### config.mk
export PLATFORM = sky130hd
export DESIGN_NAME = i2c_slave_ctrl
export DESIGN_NICKNAME = d
export VERILOG_FILES = /design/src/rtl/i2c_pkg.sv /design/src/rtl/i2c_bus_sync.sv /design/src/rtl/i2c_slave_ctrl.sv
export SDC_FILE = /design/constraint.sdc
export NUM_CORES = 1
export LEC_CHECK = 0
export BUFFER_PORTS_ARGS = -buffer_cell sky130_fd_sc_hd__buf_2
export CORE_MARGIN = 1.5
export CORE_UTILIZATION = 45
export DETAILED_ROUTE_END_ITERATION = 10
export PLACE_DENSITY = 0.74
export SLEW_MARGIN = 20
export SYNTH_ARGS = -nofsm -noshare
export SYNTH_HDL_FRONTEND = slang
export SYNTH_SLANG_ARGS = --single-unit
### constraint.sdc
create_clock -name CLK -period 4.2 [get_ports CLK]
set_clock_uncertainty 0.1 [all_clocks]
set_input_delay 0.42 -clock CLK [delete_from_list [all_inputs] [get_ports CLK]]
set_output_delay 0.42 -clock CLK [all_outputs]
set_load 0.005 [all_outputs]
### src/rtl/i2c_pkg.sv
// Shared I2C definitions: slave FSM states, byte width and R/W bit encoding.
package i2c_pkg;

  localparam int I2C_BYTE_W = 8;

  localparam logic RW_WRITE = 1'b0;
  localparam logic RW_READ  = 1'b1;

  typedef enum logic [2:0] {
    IDLE,
    ADDR,
    ADDR_ACK,
    RX_BYTE,
    RX_ACK,
    TX_BYTE,
    TX_MACK,
    IGNORE
  } i2c_state_e;

endpackage

### src/rtl/i2c_bus_sync.sv
// SCL/SDA synchronizers with edge history; flags SCL edges and START/STOP.
// Events are combinational from the history flop, so they land 3 CLK after a pin change.
module i2c_bus_sync (
  input  logic clk_i,
  input  logic rst_ni,
  input  logic scl_i,
  input  logic sda_i,
  output logic sda_o,
  output logic scl_rise_o,
  output logic scl_fall_o,
  output logic start_o,
  output logic stop_o
);

  logic [1:0] scl_sync_q;
  logic [1:0] sda_sync_q;
  logic       scl_hist_q;
  logic       sda_hist_q;
  logic       scl_s;
  logic       sda_s;

  // Reset to the idle-bus level so release from reset never looks like STOP.
  always_ff @(posedge clk_i) begin
    if (!rst_ni) begin
      scl_sync_q <= 2'b11;
      sda_sync_q <= 2'b11;
      scl_hist_q <= 1'b1;
      sda_hist_q <= 1'b1;
    end else begin
      scl_sync_q <= {scl_sync_q[0], scl_i};
      sda_sync_q <= {sda_sync_q[0], sda_i};
      scl_hist_q <= scl_sync_q[1];
      sda_hist_q <= sda_sync_q[1];
    end
  end

  assign scl_s      = scl_sync_q[1];
  assign sda_s      = sda_sync_q[1];
  assign sda_o      = sda_s;
  assign scl_rise_o = scl_s & ~scl_hist_q;
  assign scl_fall_o = ~scl_s & scl_hist_q;
  assign start_o    = scl_s & scl_hist_q & ~sda_s & sda_hist_q;
  assign stop_o     = scl_s & scl_hist_q & sda_s & ~sda_hist_q;

endmodule

### src/rtl/i2c_slave_ctrl.sv
// I2C slave protocol controller: address match, write-byte reception, read-byte
// transmission and ACK handling; SDA is driven only through an open-drain pull-low.
module i2c_slave_ctrl
  import i2c_pkg::*;
#(
  parameter logic [6:0] SLAVE_ADDR = 7'h50,
  parameter int         WIDTH      = 8
) (
  input  logic             CLK,
  input  logic             RST,
  input  logic             scl_in,
  input  logic             sda_in,
  output logic             sda_pull_low,
  input  logic [WIDTH-1:0] tx_data,
  output logic             tx_load,
  input  logic             rx_ready,
  output logic [WIDTH-1:0] rx_data,
  output logic             rx_valid,
  output logic             rw,
  output logic             busy,
  output logic             start_det,
  output logic             stop_det
);

  localparam logic [2:0] LAST_BIT = 3'(I2C_BYTE_W - 1);

  logic sda_s, scl_rise, scl_fall, start_ev, stop_ev;

  i2c_bus_sync u_sync (
    .clk_i      (CLK),
    .rst_ni     (RST),
    .scl_i      (scl_in),
    .sda_i      (sda_in),
    .sda_o      (sda_s),
    .scl_rise_o (scl_rise),
    .scl_fall_o (scl_fall),
    .start_o    (start_ev),
    .stop_o     (stop_ev)
  );

  i2c_state_e       state_q, state_d;
  logic [2:0]       bit_cnt_q, bit_cnt_d;
  logic [WIDTH-1:0] shift_q, shift_d;
  logic [WIDTH-1:0] rx_data_q, rx_data_d;
  logic             rw_q, rw_d;
  logic             busy_q, busy_d;
  logic             pull_q, pull_d;
  logic             ack_ok_q, ack_ok_d;
  logic             pend_q, pend_d;
  logic             rx_valid_q, rx_valid_d;
  logic             tx_load_q, tx_load_d;
  logic             start_q, start_d;
  logic             stop_q, stop_d;
  logic [WIDTH-1:0] shift_in;

  assign shift_in = {shift_q[WIDTH-2:0], sda_s};

  always_ff @(posedge CLK) begin
    if (!RST) begin
      state_q    <= IDLE;
      bit_cnt_q  <= '0;
      shift_q    <= '0;
      rx_data_q  <= '0;
      rw_q       <= 1'b0;
      busy_q     <= 1'b0;
      pull_q     <= 1'b0;
      ack_ok_q   <= 1'b0;
      pend_q     <= 1'b0;
      rx_valid_q <= 1'b0;
      tx_load_q  <= 1'b0;
      start_q    <= 1'b0;
      stop_q     <= 1'b0;
    end else begin
      state_q    <= state_d;
      bit_cnt_q  <= bit_cnt_d;
      shift_q    <= shift_d;
      rx_data_q  <= rx_data_d;
      rw_q       <= rw_d;
      busy_q     <= busy_d;
      pull_q     <= pull_d;
      ack_ok_q   <= ack_ok_d;
      pend_q     <= pend_d;
      rx_valid_q <= rx_valid_d;
      tx_load_q  <= tx_load_d;
      start_q    <= start_d;
      stop_q     <= stop_d;
    end
  end

  always_comb begin
    state_d    = state_q;
    bit_cnt_d  = bit_cnt_q;
    shift_d    = shift_q;
    rx_data_d  = rx_data_q;
    rw_d       = rw_q;
    busy_d     = busy_q;
    pull_d     = pull_q;
    ack_ok_d   = ack_ok_q;
    pend_d     = pend_q;
    rx_valid_d = 1'b0;
    tx_load_d  = 1'b0;
    start_d    = 1'b0;
    stop_d     = 1'b0;

    if (start_ev) begin
      state_d   = ADDR;
      bit_cnt_d = '0;
      pull_d    = 1'b0;
      busy_d    = 1'b0;
      pend_d    = 1'b0;
      start_d   = 1'b1;
    end else if (stop_ev) begin
      state_d = IDLE;
      pull_d  = 1'b0;
      busy_d  = 1'b0;
      pend_d  = 1'b0;
      stop_d  = 1'b1;
    end else begin
      case (state_q)
        ADDR: begin
          if (scl_rise) begin
            shift_d   = shift_in;
            bit_cnt_d = bit_cnt_q + 3'd1;
            if (bit_cnt_q == LAST_BIT) begin
              if (shift_in[WIDTH-1 -: 7] == SLAVE_ADDR) begin
                rw_d   = shift_in[0];
                pend_d = 1'b1;
              end else begin
                state_d = IGNORE;
              end
            end
          end else if (scl_fall && pend_q) begin
            pend_d  = 1'b0;
            pull_d  = 1'b1;
            busy_d  = 1'b1;
            state_d = ADDR_ACK;
          end
        end
        ADDR_ACK: begin
          if (scl_fall) begin
            case (rw_q)
              RW_READ: begin
                shift_d   = tx_data;
                tx_load_d = 1'b1;
                pull_d    = ~tx_data[WIDTH-1];
                bit_cnt_d = '0;
                state_d   = TX_BYTE;
              end
              RW_WRITE: begin
                pull_d  = 1'b0;
                state_d = RX_BYTE;
              end
            endcase
          end
        end
        RX_BYTE: begin
          if (scl_rise) begin
            shift_d   = shift_in;
            bit_cnt_d = bit_cnt_q + 3'd1;
            if (bit_cnt_q == LAST_BIT) begin
              rx_data_d  = shift_in;
              rx_valid_d = 1'b1;
              ack_ok_d   = rx_ready;
              pend_d     = 1'b1;
            end
          end else if (scl_fall && pend_q) begin
            pend_d  = 1'b0;
            pull_d  = ack_ok_q;
            state_d = RX_ACK;
          end
        end
        RX_ACK: begin
          if (scl_fall) begin
            pull_d = 1'b0;
            if (ack_ok_q) begin
              state_d = RX_BYTE;
            end else begin
              busy_d  = 1'b0;
              state_d = IGNORE;
            end
          end
        end
        TX_BYTE: begin
          // Each falling edge ends one bit; the last one hands SDA back to the master.
          if (scl_fall) begin
            if (bit_cnt_q == LAST_BIT) begin
              pull_d    = 1'b0;
              bit_cnt_d = '0;
              state_d   = TX_MACK;
            end else begin
              shift_d   = {shift_q[WIDTH-2:0], 1'b0};
              pull_d    = ~shift_q[WIDTH-2];
              bit_cnt_d = bit_cnt_q + 3'd1;
            end
          end
        end
        TX_MACK: begin
          if (scl_rise) begin
            if (sda_s) begin
              busy_d  = 1'b0;
              state_d = IGNORE;
            end else begin
              pend_d = 1'b1;
            end
          end else if (scl_fall && pend_q) begin
            pend_d    = 1'b0;
            shift_d   = tx_data;
            tx_load_d = 1'b1;
            pull_d    = ~tx_data[WIDTH-1];
            bit_cnt_d = '0;
            state_d   = TX_BYTE;
          end
        end
        default: begin
          pull_d = 1'b0;
          busy_d = 1'b0;
        end
      endcase
    end
  end

  // The state gate keeps SDA released in IDLE/ADDR/IGNORE regardless of pull_q.
  always_comb begin
    sda_pull_low = pull_q && (state_q inside {ADDR_ACK, RX_ACK, TX_BYTE});
    tx_load      = tx_load_q;
    rx_data      = rx_data_q;
    rx_valid     = rx_valid_q;
    rw           = rw_q;
    busy         = busy_q;
    start_det    = start_q;
    stop_det     = stop_q;
  end

endmodule

Yosys cells after proc, flatten, opt, wreduce, memory -nomap -nowiden

Index checks and enable logic that the tools add are counted.

Bits in registers: 36
Latch bits: 0
Bits in writable memories: 0
ROM bits: 0
Input bits: 13
Logic and storage cells: 171
Memories: 0

Add/subtract/negate cells: 1
Multipliers: 0
Divide/modulo/power cells: 0
Order comparisons: 0
Equal/unequal tests: 43
Shift operators: 0
Mux-type cells: 68
Bitwise operators: 20
Reductions and logical operators: 21

Operators by type and width:

| kind                 | count |
|---|---|
| $mux W3              | 21 |
| $mux W7              | 7 |
| $mux W1              | 31 |
| $ne A2 B2 Y1 const B | 14 |
| $pmux W7 S4          | 1 |
| $ne A4 B4 Y1 const B | 6 |
| $reduce_and A12 Y1   | 2 |
| $ne A3 B3 Y1 const B | 7 |
| $ne A5 B5 Y1 const B | 4 |
| $pmux W3 S6          | 1 |
| $not A1 Y1           | 13 |
| $eq A3 B3 Y1 const B | 4 |
| $pmux W3 S4          | 1 |
| $reduce_and A10 Y1   | 1 |
| $reduce_and A5 Y1    | 2 |
| $reduce_and A9 Y1    | 1 |
| $reduce_and A8 Y1    | 1 |
| $reduce_bool A8 Y1   | 1 |
| $and A1 B1 Y1        | 7 |
| $eq A7 B7 Y1 const B | 1 |
| $reduce_and A7 Y1    | 1 |
| $eq A3 B2 Y1 const B | 2 |
| $pmux W1 S6          | 1 |
| $pmux W3 S2          | 1 |
| other kinds (16)     | 22 |

Depth between registers and ports, before layout

Word-level depth: 8
Mapped depth: 7
Gate-level depth less buffers: 7

By module

Synthesis repeated with hierarchy kept, for this count alone.

Cell total of the unflattened synthesis: 209
Area, all modules: 1813.0 um^2

By module, submodules not included:

| module         | times used | cells each | area each (um^2) | seq. area each (um^2) |
|---|---|---|---|---|
| i2c_slave_ctrl | 1          | 193        | 1622.8           | 600.6 |
| i2c_bus_sync   | 1          | 16         | 190.2            | 120.1 |

Least setup slack after synthesis

OpenSTA, ideal clock, no wires.

Path type: register -> register
Start: reg bit_cnt_q[0]
End: reg state_q[1]
Library setup time: 0.123 ns
Arrival: 1.534 ns
Required time: 3.977 ns
Path slack: 2.443 ns
Cell stages (with the launch flop): 8
Buffers on the path: 0
Cell sequence: dfxtp_1 -> ha_1 -> ha_1 -> nor2b_1 -> o32ai_1 -> a31oi_1 -> nand2_1 -> mux2_1

Word-level cells in the longest chain between the ends: 3

RTL lines:

| item                                                          | line                                         | RTL |
|---|---|---|
| start, declared                                               | i2c_slave_ctrl.sv:42                         | `logic [2:0] bit_cnt_q, bit_cnt_d;` |
| start signal, assigned                                        | i2c_slave_ctrl.sv:75                         | `bit_cnt_q <= bit_cnt_d;` |
| $eq A3 B3 Y1 (*)                                              | i2c_slave_ctrl.sv:124, i2c_slave_ctrl.sv:186 |  |
| $ne A3 B3 Y1 (no line) / $ne A2 B2 Y1 (equally long branches) | --                                           |  |
| $reduce_and A12 Y1 (no line) (*)                              | --                                           |  |
| end signal, assigned                                          | i2c_slave_ctrl.sv:74                         | `state_q <= state_d;` |
| end, declared                                                 | i2c_slave_ctrl.sv:41                         | `i2c_state_e state_q, state_d;` |

Every way passes the cells marked *; elsewhere a longest branch is shown, timed or not.
A chain may end at the register's enable or synchronous reset.

Worst setup path after layout

Start: reg state_q[2]
End: out sda_pull_low

Word-level cells in the longest chain between the ends: 3

RTL lines:

| item                                                | line                  | RTL |
|---|---|---|
| $eq A3 B2 Y1 / $eq A3 B3 Y1 (equally long branches) | i2c_slave_ctrl.sv:224 | `sda_pull_low = pull_q && (state_q inside {ADDR_ACK, RX_ACK, TX_BYTE});` |
| $reduce_bool A3 Y1 (*)                              | i2c_slave_ctrl.sv:224 |  |
| $logic_and A1 B1 Y1 (*)                             | i2c_slave_ctrl.sv:224 |  |
| end, declared                                       | i2c_slave_ctrl.sv:13  | `output logic sda_pull_low,` |

Marks and branches as above.

==> results.yml <==
outcome:
  status: "finished clean"
clocking:
  cts.sinks: 36
  path_clk_slew_ps: 80
  cts_buffer_depth: 2
  clkLatencyLatePin_ps: 290
  post_cts_resized: 0
  holdBufCountCts: 0
  postCtsSetupRepairBufs: 0
  numCtsBuffers: 5
  tritoncts: "built"
  h-tree-depth: 2
  clock-root-buffer: "clkbuf_8"
power_and_ir_drop:
  power_density_nw_per_um2: 301
  leakage_nw: 0.884
  ir_drop_uv: 217
final_layout:
  layout.nets: 253
  final_util: 0.531
  drive_gt1_frac: 0.205
  syn2layout_area_growth_pct: 11.2
  diodes: 0
  fin_cells: 289
  fillCellCount: 375
grt:
  grtUsageTotal: 0.187
  grt_antenna_before_repair: 0
  overflow: 0
  grt_pass1_vias: 1371
  grt_pass1_wl_um: 6470
  grt_max_degree: 38
setup_path:
  worstPathRequired_ps: 3680
  startpoint_type: "register"
  critical_path.slowest_cell: "dfxtp_1"
  cp.arrival_ps: 1750
  critPathKind: "register to output pin"
  cp_cell_sequence: "inv_1, mux2i_1, and2_1, buf_2"
  cp_max_fo: 23
  slowest_delay_ps: 770
  cp-end-kind: "output pin"
synthesis:
  synth_fp_nets: 233
  synth_cells: 218
  synth_enable_flop_cells: 0
  ys.flop_type: "dfxtp_1"
  yosysSeqAreaShare: 0.372
  synth_area_per_cell_um2: 8.90
  ys_types: 53
  ys_top_cells_by_area: "dfxtp_1 (37%), mux2i_1 (10%), nand2_1 (5.2%), nand2b_1 (3.5%), nor2b_1 (3.5%)"
  synth_most_common_cell: "dfxtp_1"
  synth_seq_cells: 36
  synth_top_area_frac: 0.372
  synthArstFlopShare: 0
  mappedNetlistArea_um2: 1940
  yosysTopAreaCell: "dfxtp_1"
  synthTopCellsByCount: "dfxtp_1 (36), nand2_1 (27), mux2i_1 (20)"
  ys_warn_count: 0
floorplanning:
  die_h_um: 68.7
  die-area_um2: 4710
  initial_core_util: 0.478
  pin_count: 28
  core_area_um2: 4060
  rows: 23
  die_w_um: 68.7
timing:
  grt_setup_unrepaired: "false"
  min_period_over_period: 0.540
  setup_tns_ps: 0
  hold_viol: 0
  finalSetupViolCount: 0
  worst_pin_slew_ps: 687
  fin_crit_ps: 2270
  finalMaxSlewViolations: 0
  max_slew_margin: 0.541
  fmax_mhz: 441
  setup_ws_ps: 1930
run:
  cap_viol_max_count: 0
placement:
  gp_congestion: 0.881
  place_hpwl_um: 2700
  post-place-ws_ps: 1990
  port_buffers: 27
  dp.cells: 281
drt:
  drtAntennaViolNets: 0
  wl_per_cell_um: 13.7
  route.detailed.drc: 0
  routed_via_density: 5.58
  drt-initial-drc-count: 94
  finalWirelength_um: 3950
  vias: 1613
  drt_pass1_iterations: 4
min_path:
  hp-class: "input port to register"
## cells in the final DEF (no fill, tap or decap), types with 2 or more instances in the layout
| master | count |
|---|---|
| dfxtp_1 | 36 |
| nand2_1 | 27 |
| buf_2 | 27 |
| mux2i_1 | 20 |
| nand2b_1 | 11 |
| a21oi_1 | 11 |
| nor2b_1 | 11 |
| o21ai_0 | 10 |
| nor2_1 | 8 |
| mux2_2 | 6 |
| clkbuf_8 | 6 |
| and2_1 | 4 |
| o21ai_1 | 4 |
| o22ai_1 | 4 |
| o211ai_1 | 4 |
| inv_1 | 3 |
| nand3_1 | 3 |
| and3_1 | 3 |
| or3_1 | 2 |
| nor3_1 | 2 |
| nand3b_1 | 2 |
| or4b_1 | 2 |
| o31ai_1 | 2 |
| ha_1 | 2 |
| clkbuf_1 | 2 |
## layer usage
layer	GRT usage	up-vias	wire length, µm	part of all wire
li1	-	813	-	-
met1	0.257	734	1820	0.46
met2	0.268	58	1810	0.46
met3	0.0552	8	245	0.062
met4	0.0825	0	73	0.018
met5	0	-	0	0
## layout make-up
| cell class | instances | area, µm² | area share |
|---|---|---|---|
| Timing Repair Buffer | 27 | 135 | 0.0627 |
| Tap cell | 50 | 62.6 | 0.0290 |
| Multi-Input combinational cell | 164 | 1130 | 0.525 |
| Clock buffer | 8 | 90.1 | 0.0418 |
| Inverter | 4 | 15.0 | 0.00696 |
| Sequential cell | 36 | 721 | 0.334 |
## registers in the layout (all words and copies together), names as in the netlist
register	flops
tx_load	1
rx_valid	1
start_det	1
bit_cnt_q	3
u_sync.sda_hist_q	1
rw	1
u_sync.sda_sync_q	2
busy	1
state_q	3
u_sync.scl_sync_q	2
u_sync.scl_hist_q	1
ack_ok_q	1
shift_q	7
rx_data	8
pull_q	1
pend_q	1
stop_det	1
## per-stage QoR
| stage | total power, mW | area, µm² | hold WS [ps] |
|---|---|---|---|
| CTS | 0.656 | 2160 | 201 |
| detailed placement | 0.399 | 2070 | 293 |
| finish | 0.648 | 2160 | 212 |
| global route | 0.673 | 2160 | 202 |
| global placement | 0.399 | 2070 | 290 |
| floorplan | 0.389 | 1940 | 286 |
## worst max-delay path, delay by kind of cell (launching register included)
family,cells,cell delay [ps]
DFF,1,770
buffers and inverters,2,330
and+or+nand+nor,1,190
muxes,1,170
## report_power, final
| group | switching (mW) | internal [mW] | total [mW] |
|---|---|---|---|
| registers | 0.00589 | 0.345 | 0.351 |
| clock network | 0.122 | 0.134 | 0.256 |
| logic | 0.0206 | 0.0200 | 0.0405 |
| total | 0.149 | 0.499 | 0.648 |
## cells by family (layout without fill, tap and decap cells)
group / count (synthesis) / after routing / synth area share
multiplexers: 27 / 27 / 0.144
adder cells (fa/ha/maj): 3 / 3 / 0.0181
AO/OA/AOI/OAI: 47 / 47 / 0.166
AND/OR/NAND/NOR: 86 / 86 / 0.251
buffers and inverters: 18 / 39 / 0.0445
flip-flops: 36 / 36 / 0.372
XOR/XNOR: 1 / 1 / 0.00452
## final timing paths
check | start | to | slack [ps] | cells past startpoint
setup reg to reg | state_q[2] | shift_q[1] | 1950 | 5
hold / removal | sda_in | u_sync.sda_sync_q[0] | 210 | 2
hold reg to reg | u_sync.scl_sync_q[0] | u_sync.scl_sync_q[1] | 310 | 1
setup / recovery | state_q[2] | sda_pull_low | 1930 | 4
Note: power is estimated with default switching activity, not from simulation.
